$ cat config.mk
export PLATFORM = sky130hd
export DESIGN_NAME = alu_issue
export DESIGN_NICKNAME = d
export VERILOG_FILES = /design/src/rtl/alu_issue_pkg.sv /design/src/rtl/alu_issue_fwd_mux.sv /design/src/rtl/alu_issue.sv
export SDC_FILE = /design/constraint.sdc
export NUM_CORES = 1
export LEC_CHECK = 0
export BUFFER_PORTS_ARGS = -buffer_cell sky130_fd_sc_hd__buf_2
export CAP_MARGIN = 20
export CORE_MARGIN = 2
export CORE_UTILIZATION = 45
export CTS_CLUSTER_SIZE = 24
export DETAILED_ROUTE_END_ITERATION = 6
export PLACE_DENSITY = 0.8
export SYNTH_ARGS = -nofsm -noshare
export SYNTH_HDL_FRONTEND = slang
export SYNTH_SLANG_ARGS = --single-unit
$ cat constraint.sdc
create_clock -name clk -period 3 [get_ports clk]
set_input_delay 0.6 -clock clk [delete_from_list [all_inputs] [get_ports clk]]
set_output_delay 0.6 -clock clk [all_outputs]
set_load 0.02 [all_outputs]
$ cat src/rtl/alu_issue_pkg.sv
// Shared definitions for the ALU issue stage and the ALU: widths, opcodes,
// the held-instruction record and small decode/forwarding helpers.
package alu_issue_pkg;

    localparam int XLEN = 32;
    localparam int REGW = 5;
    localparam int OPW  = 4;

    localparam logic [OPW-1:0] ALU_AND  = 4'b0000;
    localparam logic [OPW-1:0] ALU_OR   = 4'b0001;
    localparam logic [OPW-1:0] ALU_ADD  = 4'b0010;
    localparam logic [OPW-1:0] ALU_XOR  = 4'b0011;
    localparam logic [OPW-1:0] ALU_SLL  = 4'b0100;
    localparam logic [OPW-1:0] ALU_SRL  = 4'b0101;
    localparam logic [OPW-1:0] ALU_SUB  = 4'b0110;
    localparam logic [OPW-1:0] ALU_SLTU = 4'b0111;
    localparam logic [OPW-1:0] ALU_SLT  = 4'b1000;
    localparam logic [OPW-1:0] ALU_SRA  = 4'b1001;

    typedef struct packed {
        logic [OPW-1:0]  aluop;
        logic            illegal;
        logic [REGW-1:0] rs1;
        logic [REGW-1:0] rs2;
        logic [REGW-1:0] rd;
        logic [XLEN-1:0] rdata1;
        logic [XLEN-1:0] rdata2;
        logic [XLEN-1:0] imm;
        logic            use_imm;
        logic            reg_write;
    } issue_entry_t;

    function automatic logic is_legal_op(input logic [OPW-1:0] op);
        return op <= ALU_SRA;
    endfunction

    // x0 is hardwired to zero, so a write to it must never be picked up
    function automatic logic fwd_hit(input logic we,
                                     input logic [REGW-1:0] src_rd,
                                     input logic [REGW-1:0] rs);
        return we && (src_rd != '0) && (src_rd == rs);
    endfunction

endpackage

$ cat src/rtl/alu_issue_fwd_mux.sv
// Operand forwarding select for one source register; EX/MEM wins over MEM/WB.
module fwd_mux
    import alu_issue_pkg::*;
(
    input  logic [REGW-1:0] rs,
    input  logic [XLEN-1:0] rdata,
    input  logic            exmem_we,
    input  logic [REGW-1:0] exmem_rd,
    input  logic [XLEN-1:0] exmem_result,
    input  logic            memwb_we,
    input  logic [REGW-1:0] memwb_rd,
    input  logic [XLEN-1:0] memwb_result,
    output logic [XLEN-1:0] operand
);

    always_comb begin
        operand = rdata;
        if (fwd_hit(exmem_we, exmem_rd, rs)) begin
            operand = exmem_result;
        end else if (fwd_hit(memwb_we, memwb_rd, rs)) begin
            operand = memwb_result;
        end
    end

endmodule

$ cat src/rtl/alu_issue.sv
// ALU issue stage: a one-entry valid/ready holding register between decode and
// EX, with illegal-opcode squashing, writeback refresh and operand forwarding.
module alu_issue
    import alu_issue_pkg::*;
(
    input  logic            clk,
    input  logic            rst_n,
    input  logic            in_valid,
    output logic            in_ready,
    input  logic [OPW-1:0]  in_aluop,
    input  logic [REGW-1:0] in_rs1,
    input  logic [REGW-1:0] in_rs2,
    input  logic [REGW-1:0] in_rd,
    input  logic [XLEN-1:0] in_rdata1,
    input  logic [XLEN-1:0] in_rdata2,
    input  logic [XLEN-1:0] in_imm,
    input  logic            in_use_imm,
    input  logic            in_reg_write,
    input  logic            flush,
    input  logic            exmem_we,
    input  logic [REGW-1:0] exmem_rd,
    input  logic [XLEN-1:0] exmem_result,
    input  logic            memwb_we,
    input  logic [REGW-1:0] memwb_rd,
    input  logic [XLEN-1:0] memwb_result,
    input  logic            out_ready,
    output logic            out_valid,
    output logic [OPW-1:0]  out_aluop,
    output logic [XLEN-1:0] out_ina,
    output logic [XLEN-1:0] out_inb,
    output logic [REGW-1:0] out_rd,
    output logic            out_reg_write,
    output logic            out_illegal
);

    issue_entry_t held;
    issue_entry_t incoming;
    logic         valid_q;
    logic         capture;
    logic         hold;
    logic [XLEN-1:0] fwd_a;
    logic [XLEN-1:0] fwd_b;

    assign in_ready = !valid_q || out_ready;
    assign capture  = in_valid && in_ready && !flush;
    assign hold     = valid_q && !out_ready;

    // Illegal opcodes become a harmless ADD that never writes the register file
    always_comb begin
        incoming.aluop     = in_aluop;
        incoming.illegal   = 1'b0;
        incoming.rs1       = in_rs1;
        incoming.rs2       = in_rs2;
        incoming.rd        = in_rd;
        incoming.rdata1    = in_rdata1;
        incoming.rdata2    = in_rdata2;
        incoming.imm       = in_imm;
        incoming.use_imm   = in_use_imm;
        incoming.reg_write = in_reg_write;
        if (!is_legal_op(in_aluop)) begin
            incoming.aluop     = ALU_ADD;
            incoming.illegal   = 1'b1;
            incoming.reg_write = 1'b0;
        end
    end

    always_ff @(posedge clk) begin
        if (!rst_n) begin
            valid_q <= 1'b0;
        end else if (flush) begin
            valid_q <= 1'b0;
        end else if (capture) begin
            valid_q <= 1'b1;
        end else if (valid_q && out_ready) begin
            valid_q <= 1'b0;
        end
    end

    // While stalled, the register file may be written behind our back; keep the
    // stored sources current so they stay right once MEM/WB moves on.
    always_ff @(posedge clk) begin
        if (!rst_n) begin
            held <= '0;
        end else if (capture) begin
            held <= incoming;
        end else if (hold) begin
            if (fwd_hit(memwb_we, memwb_rd, held.rs1)) begin
                held.rdata1 <= memwb_result;
            end
            if (fwd_hit(memwb_we, memwb_rd, held.rs2)) begin
                held.rdata2 <= memwb_result;
            end
        end
    end

    fwd_mux u_fwd_a (
        .rs           (held.rs1),
        .rdata        (held.rdata1),
        .exmem_we     (exmem_we),
        .exmem_rd     (exmem_rd),
        .exmem_result (exmem_result),
        .memwb_we     (memwb_we),
        .memwb_rd     (memwb_rd),
        .memwb_result (memwb_result),
        .operand      (fwd_a)
    );

    fwd_mux u_fwd_b (
        .rs           (held.rs2),
        .rdata        (held.rdata2),
        .exmem_we     (exmem_we),
        .exmem_rd     (exmem_rd),
        .exmem_result (exmem_result),
        .memwb_we     (memwb_we),
        .memwb_rd     (memwb_rd),
        .memwb_result (memwb_result),
        .operand      (fwd_b)
    );

    assign out_valid     = valid_q;
    assign out_aluop     = held.aluop;
    assign out_ina       = fwd_a;
    assign out_inb       = held.use_imm ? held.imm : fwd_b;
    assign out_rd        = held.rd;
    assign out_reg_write = held.reg_write && valid_q;
    assign out_illegal   = held.illegal;

endmodule

# Word-level counts from Yosys, hierarchy flattened
# Index checks and enable logic that the tools add are counted.
[op_classes] mux=11 eq_ne=4 bitwise=1 order_cmp=1 reduce_logical=20
[ops] operator="two-way mux 32 bit" n=5
[ops] operator="two-way mux 64 bit" n=2
[ops] operator="== test 5 bit" n=4
[ops] operator="logical AND 1 bit" n=11
[ops] operator="nonzero test 5 bit" n=2
[ops] operator="two-way mux 5 bit" n=1
[ops] operator="<= comparator 4 bit (second input constant)" n=1
[ops] operator="nonzero test 2 bit" n=2
[ops] operator="zero test 1 bit" n=3
[ops] operator="two-way mux 1 bit" n=3
[ops] operator="OR reduction 2 bit" n=1
[ops] operator="logical OR 1 bit" n=1
[ops] operator="NOT 1 bit" n=1
[totals] input_bits=198 elab_cells=48 output_inout_bits=77 regBits=119

# Depth between registers and ports, before layout
[logic_depth] ltp_word=6 ltp_mapped=8 depth_no_buf=5

# Hierarchy
# From an unflattened synthesis, not the netlist that was laid out.
[hier_totals] hier_cells=1013 hier_area_um2=8085.3
[modules_own_cells] module="alu_issue" instances=1 cells_each=643 seq_area_each_um2=2382.3 area_each_um2=5750.5
[modules_own_cells] module="fwd_mux" instances=2 cells_each=185 seq_area_each_um2=0.0 area_each_um2=1167.4

# Worst setup path before layout
# Ideal clock, no wire load.
[synth_path] path_kind="in2out" start="input memwb_rd[4]" end="output out_inb[11]" path_buffers=2 arrival_ns=2.362 setup_slack_ns=0.038 path_stages=7 cell_sequence="or4_1 -> o21a_1 -> buf_6 -> buf_6 -> a31oi_4 -> a211oi_1 -> o31ai_1"
[synth_via] elab_chain_cells=6
[synth_lines] item="start, declared" line="alu_issue.sv:24" rtl="input logic [REGW-1:0] memwb_rd,"
[synth_lines] item="nonzero test 5 bit" line="alu_issue_pkg.sv:41" rtl="return we && (src_rd != '0) && (src_rd == rs);"
[synth_lines] item="logical AND 1 bit" line="alu_issue_pkg.sv:41"
[synth_lines] item="logical AND 1 bit *" line="alu_issue_pkg.sv:41"
[synth_lines] item="two-way mux 32 bit *"
[synth_lines] item="two-way mux 32 bit *" line="alu_issue_fwd_mux.sv:18" rtl="if (fwd_hit(exmem_we, exmem_rd, rs)) begin"
[synth_lines] item="two-way mux 32 bit *" line="alu_issue.sv:123" rtl="assign out_inb = held.use_imm ? held.imm : fwd_b;"
[synth_lines] item="end, declared" line="alu_issue.sv:30" rtl="output logic [XLEN-1:0] out_inb,"
# Every way passes the cells marked *; elsewhere a longest branch is shown, timed or not.

# Worst setup path after layout
[layout_path] start="input memwb_rd[1]" end="output out_ina[12]"
[layout_via] elab_chain_cells=5
[layout_lines] item="nonzero test 5 bit" line="alu_issue_pkg.sv:41"
[layout_lines] item="logical AND 1 bit" line="alu_issue_pkg.sv:41"
[layout_lines] item="logical AND 1 bit *" line="alu_issue_pkg.sv:41"
[layout_lines] item="two-way mux 32 bit *"
[layout_lines] item="two-way mux 32 bit *" line="alu_issue_fwd_mux.sv:18"
[layout_lines] item="end, declared" line="alu_issue.sv:29" rtl="output logic [XLEN-1:0] out_ina,"
# Marks and branches as above.

==> reports/qor.txt <==
vias per cell = 5.76
number of global-route vias before repair = 7659
Initial DRT Pass Iterations = 5
Post-DP HPWL = 17.4 mm
largest net degree at the start of global routing = 65
Syn Std Cell Area = 7220 um2
Root Buffer = clkbuf_16
Initial Utilization = 0.458
leading area contributor after synthesis = dfxtp_1
PnR worst setup slack = -0.00953 ns
CTS Sinks = 119
WS Path Type = in2out
crit start category = primary input
synth unique cells = 38
Worst Path Required = 2.40 ns
status = finished, violations left
syn nets = 1206
Final ANT Viol Nets = 0
RSZ-0062 raised after global routing = yes
reg-to-reg slack, setup = 0.80 ns
Final setup violation count = 3
WL final = 27.1 mm
Main synth FF type = dfxtp_1
Min-Delay Path Class = in2reg
Fin Hold WS = 0.422 ns
Finished Layout Cells = 1474
failing checks = negative setup slack
CTS buffer count = 17
via count = 8497
max_slew headroom = 0.486
gpl congestion = 0.833
gr ovfl total = 0
CORE AREA = 15800 um2
Area Growth Syn to Fin = 42.6%
Cell Rows = 46
GRT Util Overall = 0.285
post-route minimum period = 3.01 ns
Hold Fails Final Rpt = 0
Clk pin slew, worst setup/hold paths = 0.06 ns
CTS max path bufs = 2
share of the synthesized area in the top cell type = 0.330
CTS tree = built
Die X = 131 um
depth of the CTS H-tree = 4
max_cap viols = 0
#FFs+latches synth = 119
pre-CTS setup slack = -0.0648 ns
fmax = 0.332 GHz
pwr/cell area = 475 nW/um2
Inst Count DP = 1432
Port Buffers = 274
post-synthesis sequential area ratio = 0.330
Nets = 1444
Slew @ Worst Pin = 0.771 ns
Residual DRC = 0
ant diodes = 0
Critical Path AT = 2.41 ns
Mapped Avg Cell Area = 7.16 um2
peak supply drop = 368 uV
top post-synthesis cells by area = dfxtp_1 33%, nand2_1 15%, and3_1 5.5%
first-pass GRT wire length = 38.2 mm
WL/cell = 18.4 um
dpl cell area = 8880 um2
Lkg Pwr = 0.00470 uW
Vert. Die Dim = 131 um
Hold Buf Count CTS = 0
layout cells sized above 1 = 0.350
I/O pin cnt = 275
post-route cell area = 10300 um2
Max Fanout on Critical Path = 7
EDFF count, synth = 0
Syn. warnings = 0
Initial DRC Count = 624
Post-synth ARST share = 0
clk_lat worst skew = 0.42 ns
Crit. End Element = primary output
post-synthesis cell count = 1008
Slew Viols, Final = 0
die area = 17100 um2
clk_skew = 0.00886 ns
initial antenna violation count = 0
fin crit share = 1.00
[layer usage]
layer	up-vias	global-route usage	wire [um]
met1	3996	0.353	10800
met5	-	0	0
met3	67	0.0615	2270
met2	442	0.486	13300
li1	3992	-	-
met4	0	0.113	736
[per-stage QoR]
step | power, uW | utilization | TNS [ns]
floorplan | 2280 | - | 0
global placement | 2640 | 0.563 | -0.330
detailed placement | 2660 | 0.563 | -0.653
CTS | 4780 | 0.606 | -0.346
global route | 5060 | 0.653 | -0.982
finish | 4880 | 0.653 | -0.0173
[report_power, final]
group	switching [uW]	internal [uW]
Sequential	74.9	1670
Clock	733	1380
Combinational	571	448
[sequential cells by signal, summed over array words and instances (netlist names)]
signal / count
out_rd: 5
out_illegal: 1
out_aluop: 4
held: 108
out_valid: 1
[kinds of logic after synthesis]
family          Yosys count  share of synthesized area
compound gates          220                      0.223
mux                      32                     0.0444
buf+inv                 107                     0.0714
flops                   119                      0.330
xor+xnor                 20                     0.0243
simple gates            510                      0.307
[worst max-delay path, stage by stage]
cell and delay [ns]:
buf_6 0.09, or4_4 0.52, o21a_4 0.27, and4_4 0.21, clkbuf_16 0.20, mux2i_2 0.17
a21oi_1 0.16, buf_4 0.17
[Yosys cell counts, types with 8 or more instances]
cell      instances
xor2_1           10
mux2i_1          32
nand3_1          65
nor2_1           71
o31ai_1          32
buf_6             8
xnor2_1          10
nand2_1         292
a21boi_0         50
clkbuf_1         68
a21oi_1          65
buf_2            16
buf_4             9
dfxtp_1         119
and3_1           64
a221oi_1         31
a221o_1          31
[cell usage in the layout (no fill, tap or decap), types with 11 or more instances in the layout]
cell | netlist | final
nand2_1 | 292 | 291
buf_2 | 16 | 243
dfxtp_1 | 119 | 117
nor2_1 | 71 | 68
nand3_1 | 65 | 65
and3_1 | 64 | 63
a21boi_0 | 50 | 50
a21oi_1 | 65 | 49
buf_4 | 9 | 49
a221o_1 | 31 | 31
o31ai_1 | 32 | 29
a221oi_2 | 0 | 24
clkbuf_16 | 0 | 22
a21oi_2 | 0 | 16
buf_12 | 0 | 16
mux2i_4 | 0 | 14
mux2i_1 | 32 | 11
[path summary, 6_finish.rpt]
path	end	from	depth (start not counted)
max	out_ina[12]	memwb_rd[1]	8
min	held[106]	in_rs2[3]	3
max reg2reg	held[54]	held[106]	8
min reg2reg	out_aluop[3]	out_aluop[3]	2
[area by class of cell]
type                       count  area [um2]
fill                        1353        5480
multi-input combinational    782        4870
sequential                   119        2380
timing repair buffer         323        2140
clock buffer                  23         488
tap                          216         270
clock inverter                 8         120
inverter                       3        12.5
[repair_timing]
item	4_1_cts	5_1_grt
setup endpoints to repair	45	64
resized for setup	20	114
setup buffers	0	6
pin swaps	11	45
cloned	0	5
hold endpoints to repair	0	0
Note: power is estimated with default switching activity, not from simulation.
